$ cat config.mk
export PLATFORM = sky130hd
export DESIGN_NAME = coproc_instr_decoder
export DESIGN_NICKNAME = d
export VERILOG_FILES = /design/src/rtl/coproc_instr_decoder.sv
export SDC_FILE = /design/constraint.sdc
export NUM_CORES = 1
export LEC_CHECK = 0
export ABC_AREA = 1
export CORE_ASPECT_RATIO = 1.25
export CORE_UTILIZATION = 30
export DETAILED_ROUTE_END_ITERATION = 7
export MAX_ROUTING_LAYER = met4
export PLACE_DENSITY_LB_ADDON = 0.25
export SLEW_MARGIN = 5
export SYNTH_ARGS = -nofsm -noshare
export SYNTH_HDL_FRONTEND = slang
export SYNTH_SLANG_ARGS = --single-unit
$ cat constraint.sdc
create_clock -name clk -period 1.8 [get_ports clk]
set_input_delay 0.36 -clock clk [delete_from_list [all_inputs] [get_ports clk]]
set_output_delay 0.36 -clock clk [all_outputs]
set_load 0.01 [all_outputs]
$ cat src/rtl/coproc_instr_decoder.sv
// Decodes the HPS instruction word, issues one command to the coprocessor core
// with a valid/ready handshake, waits for completion under a timeout and publishes status.
module coproc_instr_decoder #(
  parameter int unsigned TIMEOUT = 32'd1024
) (
  input  logic        clk,
  input  logic        reset_n,
  input  logic [28:0] instr_in,
  output logic        cmd_valid,
  input  logic        cmd_ready,
  output logic [2:0]  cmd_opcode,
  output logic [7:0]  cmd_addr,
  output logic [15:0] cmd_data,
  input  logic        core_done,
  input  logic        core_error,
  input  logic [15:0] core_result,
  output logic [31:0] status_out,
  output logic        done_pulse
);

  localparam int unsigned     CNT_W    = $clog2(TIMEOUT);
  localparam logic [CNT_W-1:0] TMO_LAST = CNT_W'(TIMEOUT - 32'd1);
  localparam logic [CNT_W-1:0] CNT_ONE  = CNT_W'(32'd1);

  localparam logic [2:0] OP_NOP   = 3'b000;
  localparam logic [2:0] OP_LOAD  = 3'b001;
  localparam logic [2:0] OP_STORE = 3'b010;
  localparam logic [2:0] OP_EXEC  = 3'b011;

  typedef enum logic [1:0] {
    ST_IDLE  = 2'd0,
    ST_ISSUE = 2'd1,
    ST_WAIT  = 2'd2,
    ST_DONE  = 2'd3
  } state_t;

  state_t           state_r;
  logic             start_q_r;
  logic [CNT_W-1:0] cnt_r;
  logic [15:0]      result_r;
  logic             busy_r;
  logic             done_r;
  logic             error_r;
  logic             ignored_r;

  logic             start_edge_s;
  logic             timeout_s;
  logic [2:0]       op_s;
  logic             unused_s;

  assign start_edge_s = instr_in[28] & ~start_q_r;
  assign timeout_s    = (cnt_r == TMO_LAST);
  assign op_s         = instr_in[27:25];
  // Reserved bit 16 carries no meaning for this block.
  assign unused_s     = instr_in[16];

  assign status_out = {result_r, cmd_addr, cmd_opcode, 1'b0, ignored_r, error_r, done_r, busy_r};

  // Control FSM, command registers and sticky status flags.
  always_ff @(posedge clk or negedge reset_n) begin
    if (!reset_n) begin
      state_r    <= ST_IDLE;
      start_q_r  <= 1'b1;
      cnt_r      <= {CNT_W{1'b0}};
      cmd_valid  <= 1'b0;
      cmd_opcode <= 3'b000;
      cmd_addr   <= 8'h00;
      cmd_data   <= 16'h0000;
      result_r   <= 16'h0000;
      busy_r     <= 1'b0;
      done_r     <= 1'b0;
      error_r    <= 1'b0;
      ignored_r  <= 1'b0;
      done_pulse <= 1'b0;
    end else begin
      start_q_r  <= instr_in[28];
      done_pulse <= 1'b0;
      if (start_edge_s && (state_r != ST_IDLE)) begin
        ignored_r <= 1'b1;
      end
      case (state_r)
        ST_IDLE: begin
          if (start_edge_s) begin
            cmd_opcode <= op_s;
            cmd_addr   <= instr_in[24:17];
            cmd_data   <= instr_in[15:0];
            done_r     <= 1'b0;
            error_r    <= 1'b0;
            ignored_r  <= 1'b0;
            cnt_r      <= {CNT_W{1'b0}};
            case (op_s)
              OP_LOAD, OP_STORE, OP_EXEC: begin
                state_r   <= ST_ISSUE;
                cmd_valid <= 1'b1;
                busy_r    <= 1'b1;
              end
              OP_NOP: begin
                state_r    <= ST_DONE;
                done_r     <= 1'b1;
                done_pulse <= 1'b1;
              end
              default: begin
                state_r    <= ST_DONE;
                done_r     <= 1'b1;
                error_r    <= 1'b1;
                done_pulse <= 1'b1;
              end
            endcase
          end
        end
        ST_ISSUE: begin
          // Timeout takes priority over a handshake on the same edge.
          if (timeout_s) begin
            state_r    <= ST_DONE;
            cmd_valid  <= 1'b0;
            busy_r     <= 1'b0;
            done_r     <= 1'b1;
            error_r    <= 1'b1;
            done_pulse <= 1'b1;
          end else if (cmd_ready) begin
            state_r   <= ST_WAIT;
            cmd_valid <= 1'b0;
            cnt_r     <= cnt_r + CNT_ONE;
          end else begin
            cnt_r <= cnt_r + CNT_ONE;
          end
        end
        ST_WAIT: begin
          // Completion beats a coincident timeout.
          if (core_done) begin
            state_r    <= ST_DONE;
            result_r   <= core_result;
            error_r    <= core_error;
            busy_r     <= 1'b0;
            done_r     <= 1'b1;
            done_pulse <= 1'b1;
          end else if (timeout_s) begin
            state_r    <= ST_DONE;
            busy_r     <= 1'b0;
            done_r     <= 1'b1;
            error_r    <= 1'b1;
            done_pulse <= 1'b1;
          end else begin
            cnt_r <= cnt_r + CNT_ONE;
          end
        end
        ST_DONE: begin
          if (!instr_in[28]) begin
            state_r <= ST_IDLE;
          end
        end
        default: begin
          state_r   <= ST_IDLE;
          cmd_valid <= 1'b0;
          busy_r    <= 1'b0;
        end
      endcase
    end
  end

endmodule

; Yosys cells after proc, flatten, opt, wreduce, memory -nomap -nowiden
; Index checks and enable logic that the tools add are counted.
; Widths: inputs -> output; s select.
[word_totals]
register_bits = 62
inputBits = 50
out_inout_bits = 61
elab_cells = 81
[op_classes]
n_addsub = 1
eq_ne = 13
mux = 37
bitwise_logic = 2
reduce_logical = 15
[op_table]
columns = op, n
row1 = $mux 10, 3
row2 = $pmux 10 s3, 1
row3 = $mux 1, 20
row4 = $mux 2, 7
row5 = $pmux 1 s3, 4
row6 = $add 10x1->10 const B, 1
row7 = $eq 10x10->1 const B, 1
row8 = $pmux 2 s4, 1
row9 = $reduce_and 4->1, 2
row10 = $eq 3x2->1 const B, 2
row11 = $ne 2x2->1 const B, 3
row12 = $ne 3x3->1 const B, 2
row13 = $reduce_and 2->1, 3
row14 = $reduce_and 3->1, 2
row15 = $eq 2x2->1 const B, 2
row16 = $reduce_bool 2->1, 2
row17 = $reduce_or 4->1, 1
row18 = $eq 3x1->1 const B, 1
row19 = $logic_not 3->1, 1
row20 = $reduce_bool 3->1, 1
row21 = $reduce_or 3->1, 1
row22 = $eq 2x1->1 const B, 1
row23 = $logic_not 2->1, 1
row24 = $ne 2x1->1 const B, 1
row25 = 4 further kinds, 4

; Longest topological paths before layout
; Gate-level depths: netlist (run 1).
[depth]
ltp_word = 6
ltp_mapped = 9
ltp_nobuf = 9

; Worst setup path before layout (run 1)
; Ideal clock, no wire load.
[synth_path]
path_kind = register -> register
startpoint = register state_r[0]
endpoint = register cnt_r[8]
setup_ps = 128
arrival_ps = 1546
required_time_ps = 1672
slack_ps = 126
stages_incl_launch_ff = 10
path_buffers = 2
period_less_slack_ps = 1674
cell_sequence = dfrtp_1 inv_1 ha_1 buf_2 nand2_1 a21oi_1 o21ai_4 buf_6 nand2_1 o21ai_1
[synth_between]
elab_chain_cells = 3
word_cells_on_any_way = 8
cone_classes = eq/ne: 4 / mux: 1 / reduce/logical: 3
[synth_lines]
columns = item, line_no
row1 = start: declaration, 37  ; state_t state_r;
row2 = start signal: assignment, 62  ; state_r <= ST_IDLE;
row3 = start signal: assignment, 93  ; state_r <= ST_ISSUE;
row4 = start signal: assignment, 98  ; state_r <= ST_DONE;
row5 = $eq 2x2->1 (tied with other cells), 81  ; case (state_r)
row6 = $ne 2x2->1 (no line) / $reduce_bool 3->1 (equally long branches), -
row7 = $reduce_and 3->1 (no line), -
row8 = end signal: assignment, 90  ; cnt_r <= {CNT_W{1'b0}};
row9 = end signal: assignment, 123  ; cnt_r <= cnt_r + CNT_ONE;
row10 = end signal: assignment, 125  ; cnt_r <= cnt_r + CNT_ONE;
row11 = end: declaration, 39  ; logic [CNT_W-1:0] cnt_r;
; Several ways; a longest one is shown, not always the timed one.
; A chain may end at the register's enable or synchronous reset.

; Final worst setup path (run 1)
[layout_path]
startpoint = register error_r
endpoint = output port status_out[2]
[layout_lines]
columns = item, line_no
row1 = start: declaration, 43  ; logic error_r;
row2 = start signal: assignment, 133  ; error_r <= core_error;
row3 = end: declaration, 17  ; output logic [31:0] status_out,
; No word-level cell between the ends.

==> impl_metrics.csv, run 1 <==
group,metric,value,unit
floorplan,die_h,112.3,um
cells_and_area,nets,531,
sta,layout_min_cycle_time,1.633,ns
sta,finClkSkew,0.005996,ns
run_status,status,"finished clean",
grt,grtUsageTotal,14.19,%
yosys,synth_top_area_share,52.32,%
yosys,async_flop_share,100.0,%
place,globalplace.congestion,0.8204,
worst_hold_path,hold_class,"in2async",
place,hpwl,4725,um
yosys,yosysMostFrequentCell,"nand2_1",
grt,antenna_found_initial,0,
sta,hold_violations,0,
detailed_routing,vias_per_cell,4.313,
cts,clockBufferDepth,2,
yosys,yosys-top-cells-area,"dfrtp_1, nand2_1, buf_4, nor2_1, ha_1",
yosys,synthesis.area,2918,sq um
cts,clk_pin_slew,0.05,ns
grt,grt_max_degree,63,
setup_path,crit_family,"buffers and inverters",
floorplan,core,9271,sq um
cells_and_area,antenna_cells,0,
detailed_routing,drt_wl_total,6586,um
sta,max_freq,612.5,MHz
setup_path,r2r_start,"cnt_r[0]",
setup_path,crit_path_end_kind,"output pin",
sta,slew_viol_final,0,
floorplan,start_util,31.47,%
power_and_ir_drop,peakVddDrop,0.5881,mV
setup_path,start_kind,"flip-flop",
power_and_ir_drop,intPower,4864,uW
floorplan,io_pins,111,
yosys,synth_seq_area_share,53.22,%
cts,cts-root-buf,"clkbuf_16",
power_and_ir_drop,pwr-share-comb,46.4,%
cts,numCtsBuffers,9,
yosys,synth_edf_count,0,
yosys,ys_seq_elements,62,
floorplan,die_area,10130,sq um
sta,setup_viol_count_final,0,
yosys,synth_top_cell_by_area,"dfrtp_1",
cts,htreeDepth,3,
detailed_routing,antenna_left,0,
setup_path,max_stage_delay,0.56,ns
cts,cts_hold_buf,0,
setup_path,r2r_slack,0.19,ns
cts,clkSinkCount,62,
setup_path,cp.required,1.44,ns
cells_and_area,final_cells,603,
grt,globalRouteOverflowTotal,0,
job,cap_violations,0,
grt,grt_pass1_vias,2521,
sta,rsz0062_at_grt,"no",
setup_path,crit_start,"error_r",
setup_path,worst-path-buf-inv,1,
detailed_routing,remaining_drc_errors,0,
grt,grt_first_pass_wirelength,11360,um
setup_path,critical_path_class,"reg2out",
power_and_ir_drop,switching_power,2561,uW
power_and_ir_drop,p_per_area,1673,nW/um^2
yosys,syn_nets,419,
floorplan,rows,39,
place,port_buffers,108,
yosys,ys_warn_count,0,
detailed_routing,routedWlPerCell,10.92,um
power_and_ir_drop,leakagePower,0.002144,uW
cells_and_area,fill_cells,914,
place,dp.cells,588,
yosys,synth_commonest_cells,"nand2_1, dfrtp_1, nor2_1",
place,dpl_cell_area,4144,sq um
floorplan,die_x,90.21,um
cts,cts_tree,"done",
cells_and_area,fin_area,4437,sq um
yosys,syn_avg_cell_area,8.016,sq um
setup_path,slowest_stage,"clkdlybuf4s50_1",
setup_path,critPathMaxFanout,3,
detailed_routing,drt_iter0_drc,113,
power_and_ir_drop,clockPowerShare,22.4,%
setup_path,worst_ep_arrival_time,1.27,ns
power_and_ir_drop,sequentialPowerShare,31.3,%
cts,clk_latency,0.32,ns
power_and_ir_drop,netSwitchingFraction,34.49,%
cells_and_area,drive_gt1_share,9.583,%
yosys,synth_cells,364,
cells_and_area,syn_to_final_growth,52.06,%
detailed_routing,dr_total_vias,2601,
setup_path,crit_chain,"clkdlybuf4s50_1",
yosys,ys_types,27,
detailed_routing,first_pass_iters,4,
sta,fin_crit_sh,90.70,%
yosys,synth_flop_cell,"dfrtp_1",
## kinds of logic after synthesis
group	after synthesis	synth area share [%]
and+or+nand+nor	223	30.02
DFF	62	53.22
buffers and inverters	43	7.933
AOI/OAI and AO/OA	24	4.760
xor gates and xnor gates	6	1.801
adders and majority gates	5	2.144
other	1	0.1285
## layer usage
layer | share of wire [%] | global-route usage [%] | vias up | wire [um]
met4 | 1.1 | 4.194 | 0 | 74
met2 | 45 | 22.54 | 95 | 2975
li1 | - | - | 1323 | -
met5 | 0 | - | - | 0
met1 | 47 | 17.24 | 1176 | 3108
met3 | 6.5 | 4.607 | 7 | 428
## state kept, by name (all words and copies together) (netlist names), 2 cells and up, named ones only
signal / cells
state_r: 2
cmd_addr: 8
cmd_data: 16
cnt_r: 10
result_r: 16
cmd_opcode: 3
## metrics by stage
step,hold WS [ns],utilization [%],power [uW],setup WS [ns],TNS (ns)
after floorplan,0.06441,-,4174,0.1263,0
after global placement,0.3991,44.70,5775,-0.01332,-0.01332
after detailed placement,0.3998,44.70,5815,-0.02109,-0.02109
after CTS,0.06170,47.83,7531,0.1424,0
after global routing,0.06938,47.85,7992,0.01436,0
final,0.02857,47.85,7424,0.1675,0
## worst paths after layout
check,cells after the start,end
max in group asynchronous,2,start_q_r
worst max register to register,8,cnt_r[5]
min in group clk,2,cmd_data[11]
worst min register to register,2,cmd_data[11]
worst max-delay path,1,status_out[2]
worst min-delay path,2,cmd_data[14]
## cells in the final DEF, fill, tap and decap left out, types with 2 or more instances in the layout
cell             netlist  routed
nand2_1              188     188
o21ai_1                7       7
inv_1                 15      15
clkinv_2               0       2
dfrtp_1               61      61
nand3b_1               2       2
o21bai_1               3       3
buf_12                 0       2
nor2_2                 3       3
o21ai_0               10      10
buf_4                 16      16
clkdlybuf4s50_1        0     107
inv_2                  3       3
clkbuf_16              0       9
nand3_1                5       5
a21oi_1                3       3
nor2_1                19      19
xor2_1                 5       5
ha_1                   5       4
nand2_2                3       3
## power groups by stage
stage | registers [uW] | logic (uW) | clock network (uW)
finish | 2320 | 3440 | 1660
global route | 2410 | 3820 | 1760
CTS | 2330 | 3490 | 1710
detailed placement | 2330 | 3480 | 0
global placement | 2330 | 3450 | 0
floorplan | 2530 | 1640 | 0
## area by class of cell
cell class	instances	area, sq um	area share, %
sequential	62	1553	35.00
multi-input combinational	259	1136	25.61
inverter	18	67.56	1.523
clock inverter	4	47.55	1.072
clock buffer	11	242.7	5.471
timing repair buffer	126	1236	27.86
tap	123	153.9	3.469
## what timing repair did
item | 4_1_cts | 5_1_grt
setup buffers | 0 | 0
resized for setup | 0 | 1
setup endpoints to repair | 0 | 2
Note: power is estimated with default switching activity, not from simulation.
==> run 2, diff against run 1 <==
--- a/config.mk
+++ b/config.mk
@@ -6,7 +6,6 @@
 export NUM_CORES = 1
 export LEC_CHECK = 0
 export ABC_AREA = 1
-export CORE_ASPECT_RATIO = 1.25
 export CORE_UTILIZATION = 30
 export DETAILED_ROUTE_END_ITERATION = 7
 export MAX_ROUTING_LAYER = met4
==> impl_metrics.csv, run 2 (same netlist as run 1, synthesis figures left out) <==
group,metric,value,unit
cells_and_area,final_cell_mix,"nand2_1, clkdlybuf4s50_1, dfrtp_1",
setup_path,max_stage_delay,0.55,ns
detailed_routing,drt_wl_total,7120,um
cells_and_area,nets,533,
grt,grt_max_degree,30,
detailed_routing,first_pass_iters,4,
sta,finClkSkew,0.01249,ns
power_and_ir_drop,p_per_area,1622,nW/um^2
setup_path,crit_path_end_kind,"output pin",
place,dp_slack,-0.009807,ns
setup_path,r2r_end,"cnt_r[1]",
power_and_ir_drop,leakagePower,0.002112,uW
cells_and_area,regArea,1553,sq um
cells_and_area,final_common_cell,"nand2_1",
setup_path,crit_family,"buffers and inverters",
grt,antenna_found_initial,0,
sta,max_freq,610.2,MHz
cells_and_area,drive_gt1_share,10.35,%
detailed_routing,drt_iter0_drc,72,
setup_path,start_kind,"flip-flop",
cts,htreeDepth,3,
place,hpwl,5293,um
cts,numCtsBuffers,9,
cts,clk_latency,0.34,ns
cells_and_area,antenna_cells,0,
cts,clk_pin_slew,0.08,ns
detailed_routing,vias_per_cell,4.217,
sta,layout_min_cycle_time,1.639,ns
setup_path,worst_ep_arrival_time,1.28,ns
cts,clockBufferDepth,2,
place,port_buffers,108,
grt,grt_first_pass_wirelength,11640,um
cts,cts_tree,"done",
setup_path,r2r_slack,0.17,ns
run_status,status,"finished clean",
setup_path,slowest_stage,"clkdlybuf4s50_1",
power_and_ir_drop,intPower,4494,uW
setup_path,critPathMaxFanout,3,
cells_and_area,top_regs,"cmd_data x16, result_r x16, cnt_r x10",
floorplan,die_area,10120,sq um
detailed_routing,dr_total_vias,2581,
grt,grtUsageTotal,15.32,%
power_and_ir_drop,switching_power,2608,uW
detailed_routing,remaining_drc_errors,0,
setup_path,cp.required,1.44,ns
cts,clkSinkCount,62,
setup_path,critical_path_class,"reg2out",
setup_path,worst-path-buf-inv,1,
cells_and_area,syn_to_final_growth,50.09,%
sta,setup_viol_count_final,0,
sta,fin_ws,0.1613,ns
power_and_ir_drop,clockPowerShare,16.9,%
cells_and_area,fill_cells,924,
sta,hold_violations,0,
job,cap_violations,0,
grt,globalRouteOverflowTotal,0,
floorplan,die_h,100.6,um
grt,grt_pass1_vias,2530,
setup_path,ff2ff_path_depth,9,
sta,slew_viol_final,0,
detailed_routing,antenna_left,0,
detailed_routing,routedWlPerCell,11.63,um
place,globalplace.congestion,0.8275,
floorplan,rows,35,
floorplan,io_pins,111,
power_and_ir_drop,sequentialPowerShare,32.6,%
cells_and_area,multi_input_area,1142,sq um
power_and_ir_drop,design_power_total,7101,uW
power_and_ir_drop,pwr-share-comb,50.6,%
floorplan,die_x,100.6,um
worst_hold_path,hold_class,"in2async",
cts,cts-root-buf,"clkbuf_8",
setup_path,crit_chain,"clkdlybuf4s50_1",
floorplan,core,9328,sq um
power_and_ir_drop,netSwitchingFraction,36.72,%
floorplan,start_util,31.28,%
sta,rsz0062_at_grt,"no",
sta,tns,0,ns
power_and_ir_drop,peakVddDrop,0.5873,mV
setup_path,r2r_start,"state_r[0]",
sta,fin_crit_sh,91.04,%
==> run 2: power by group through the flow <==
stage | clock network, uW | registers [uW] | logic [uW]
CTS | 1230 | 2320 | 3480
floorplan | 0 | 2530 | 1640
global route | 1300 | 2390 | 4020
detailed placement | 0 | 2330 | 3480
global placement | 0 | 2320 | 3430
finish | 1200 | 2310 | 3590
==> run 2: worst max-delay path by stage <==
| stage | endpoint | from | slack [ns] | cells past startpoint |
|---|---|---|---|---|
| floorplan | cnt_r[8] | state_r[0] | 0.13 | 9 |
| global placement | cmd_valid | instr_in[26] | -0.01 | 7 |
| detailed placement | cmd_valid | instr_in[26] | -0.01 | 7 |
| CTS | cnt_r[6] | cnt_r[0] | 0.09 | 8 |
| global route | error_r | state_r[0] | 0.005 | 9 |
| finish | cmd_addr[2] | cmd_addr[2] | 0.16 | 1 |
==> run 2: final cells by class <==
type,instances,share of cell area (%)
Inverter,18,1.543
Tap cell,129,3.686
Clock buffer,10,2.914
Sequential cell,62,35.46
Timing Repair Buffer,128,28.91
Multi-Input combinational cell,259,26.09
Clock inverter,6,1.400
==> run 2: repair_timing <==
action | in CTS | in global routing
endpoints found under the hold margin | 14 | 0
hold buffers | 1 | 0
setup buffers | 0 | 3
gates resized for setup | 0 | 3
endpoints found under the setup margin | 0 | 14
==> run 2: routing by layer <==
layer / wire [um] / part of all wire (%) / track usage (%) / vias to the layer above
met2: 3280 / 46 / 23.23 / 76
met5: 0 / 0 / - / -
li1: - / - / - / 1327
met3: 377 / 5.3 / 4.092 / 12
met4: 140 / 2.0 / 6.466 / 0
met1: 3323 / 47 / 19.34 / 1166
==> run 2: stage by stage <==
| stage | area, sq um | std cells | utilization [%] | hold WS (ns) |
|---|---|---|---|---|
| 3_5_place_dp | 4136 | 592 | 44.35 | 0.3113 |
| 3_3_place_gp | 4136 | 592 | 44.35 | 0.3105 |
| 6_report | 4379 | 612 | 46.95 | 0.4763 |
| 2_1_floorplan | 2918 | 364 | - | 0.06441 |
| 4_1_cts | 4335 | 609 | 46.48 | 0.4748 |
| 5_1_grt | 4379 | 612 | 46.95 | 0.5065 |
==> run 3, diff against run 2 <==
--- a/config.mk
+++ b/config.mk
@@ -9,7 +9,8 @@
 export CORE_UTILIZATION = 30
 export DETAILED_ROUTE_END_ITERATION = 7
 export MAX_ROUTING_LAYER = met4
-export PLACE_DENSITY_LB_ADDON = 0.25
+export PLACE_DENSITY_LB_ADDON = 0.12
+export RECOVER_POWER = 100
 export SLEW_MARGIN = 5
 export SYNTH_ARGS = -nofsm -noshare
 export SYNTH_HDL_FRONTEND = slang
==> impl_metrics.csv, run 3 (same netlist as run 1, synthesis figures left out) <==
group,metric,value,unit
run_status,status,"finished clean",
detailed_routing,first_pass_iters,4,
place,dp_slack,-0.02666,ns
floorplan,io_pins,111,
setup_path,cp.required,1.44,ns
sta,worstMarginPinSlew,0.8610,ns
cts,htreeDepth,3,
power_and_ir_drop,design_power_total,6992,uW
detailed_routing,routedWlPerCell,11.90,um
cts,numCtsBuffers,9,
setup_path,start_kind,"flip-flop",
floorplan,die_h,100.6,um
power_and_ir_drop,peakVddDrop,0.6336,mV
cells_and_area,final_common_cell,"nand2_1",
sta,slew_viol_final,0,
sta,rsz0062_at_grt,"no",
sta,layout_min_cycle_time,1.710,ns
power_and_ir_drop,intPower,4401,uW
place,dpl_cell_area,4164,sq um
setup_path,crit_family,"buffers and inverters",
place,hpwl,5261,um
floorplan,die_area,10120,sq um
setup_path,crit_chain,"dlygate4sd3_1",
cts,clk_latency,0.33,ns
grt,grt_use_met2,23.92,%
setup_path,worst_ep_arrival_time,1.35,ns
floorplan,die_x,100.6,um
place,port_buffers,108,
floorplan,start_util,31.28,%
grt,grtUsageMet1,19.44,%
cts,clk_pin_slew,0.07,ns
cts,cts_setup_buffers,0,
setup_path,r2r_start,"cnt_r[0]",
grt,grt_use_met3,4.161,%
grt,antenna_found_initial,0,
setup_path,max_stage_delay,0.62,ns
sta,fin_ws,0.08994,ns
grt,grt_pass1_vias,2546,
sta,max_freq,584.8,MHz
cells_and_area,final_cell_mix,"nand2_1, dlygate4sd3_1, dfrtp_1",
detailed_routing,antenna_left,0,
sta,max_slew_margin,42.60,%
power_and_ir_drop,sequentialPowerShare,32.9,%
cells_and_area,drive_gt1_share,9.544,%
power_and_ir_drop,pwr-share-comb,47.3,%
sta,finClkSkew,0.004916,ns
power_and_ir_drop,netSwitchingFraction,37.05,%
setup_path,ff2ff_path_depth,9,
setup_path,critPathMaxFanout,3,
grt,busiest_layer,"met2",
power_and_ir_drop,leakagePower,0.002192,uW
setup_path,slowest_stage,"dlygate4sd3_1",
grt,grtUsageTotal,15.56,%
power_and_ir_drop,clockPowerShare,19.8,%
sta,hold_violations,0,
worst_hold_path,hold_class,"in2async",
detailed_routing,remaining_drc_errors,0,
setup_path,r2r_end,"state_r[1]",
grt,grt_first_pass_wirelength,11800,um
power_and_ir_drop,switching_power,2591,uW
detailed_routing,drt_wl_total,7268,um
cts,clkSinkCount,62,
grt,grt_max_degree,35,
setup_path,critical_path_class,"reg2out",
cells_and_area,antenna_cells,0,
sta,setup_viol_count_final,0,
cts,cts-root-buf,"clkbuf_8",
cts,clockBufferDepth,2,
setup_path,crit_path_end_kind,"output pin",
detailed_routing,drt_iter0_drc,60,
job,cap_violations,0,
sta,fin_crit_sh,95.00,%
cells_and_area,fin_area,4390,sq um
cts,cts_tree,"done",
floorplan,core,9328,sq um
floorplan,rows,35,
cells_and_area,syn_to_final_growth,50.47,%
grt,globalRouteOverflowTotal,0,
cells_and_area,top_regs,"cmd_data x16, result_r x16, cnt_r x10",
cells_and_area,nets,533,
place,globalplace.congestion,0.7808,
setup_path,r2r_slack,0.15,ns
power_and_ir_drop,p_per_area,1593,nW/um^2
setup_path,worst-path-buf-inv,1,
detailed_routing,vias_per_cell,4.216,
detailed_routing,dr_total_vias,2576,
-- run 3: cell types whose count changed in the layout (fill, tap and decap cells not counted), moves of 2 or more --
cell	previous run	this run
o21ai_1	7	2
clkbuf_8	9	11
buf_12	3	1
o21ai_0	10	15
dlygate4sd3_1	1	62
clkdlybuf4s50_1	107	46
clkbuf_4	0	2
clkbuf_2	0	4
clkinv_2	3	0
buf_4	16	10
-- run 3: layout make-up --
class	instances	area, sq um
fillers	946	4937
clock inverters	3	67.56
flip-flops and latches	62	1553
well taps	129	161.4
multi-input cells	260	1166
clock buffers	12	155.1
repair buffers	127	1220
inverters	18	67.56
-- run 3: stage by stage --
stage / utilization (%) / cells / setup TNS [ns] / hold slack, ns
2_1_floorplan: - / 364 / 0 / 0.06441
3_3_place_gp: 44.64 / 594 / -0.01148 / 0.2082
3_5_place_dp: 44.64 / 594 / -0.06751 / 0.2049
4_1_cts: 47.14 / 610 / 0 / 0.3856
5_1_grt: 47.07 / 611 / 0 / 0.4142
6_report: 47.07 / 611 / 0 / 0.3994
-- run 3: metal layers --
metal	part of all wire [%]	routed length, um	vias to the layer above
li1	-	-	1320
met1	46	3373	1155
met2	45	3293	90
met3	6.9	498	11
met4	1.4	101	0
met5	0	0	-
-- run 3: repair_timing --
item / in CTS / in global routing
hold buffers: 1 / 0
endpoints found under the setup margin: 0 / 10
gates resized for setup: 0 / 4
endpoints found under the hold margin: 3 / 0
-- run 3: how the worst max path moves through the flow --
stage,startpoint,end,cells after the start
after floorplan,state_r[0],cnt_r[8],9
after global placement,instr_in[28],cnt_r[3],9
after detailed placement,instr_in[28],cnt_r[3],9
after CTS,state_r[0],cnt_r[3],8
after global routing,state_r[0],cmd_data[1],8
final,error_r,status_out[2],1
-- run 3: power groups by stage --
stage | Combinational [uW] | Clock (uW) | Sequential [uW]
after floorplan | 1640 | 0 | 2530
after global placement | 3460 | 0 | 2330
after detailed placement | 3490 | 0 | 2340
after CTS | 3500 | 1430 | 2340
after global routing | 3700 | 1490 | 2370
final | 3310 | 1380 | 2300
-- run 3: worst register-to-register path: stages, from the launching register on --
cell and delay (ns):
dfrtp_1 0.42, ha_2 0.24, nand3_2 0.09, nor2_2 0.10, nand2_2 0.10, buf_4 0.17
nand3_1 0.06, nand2_1 0.11, o21ai_0 0.17, nand2_1 0.07
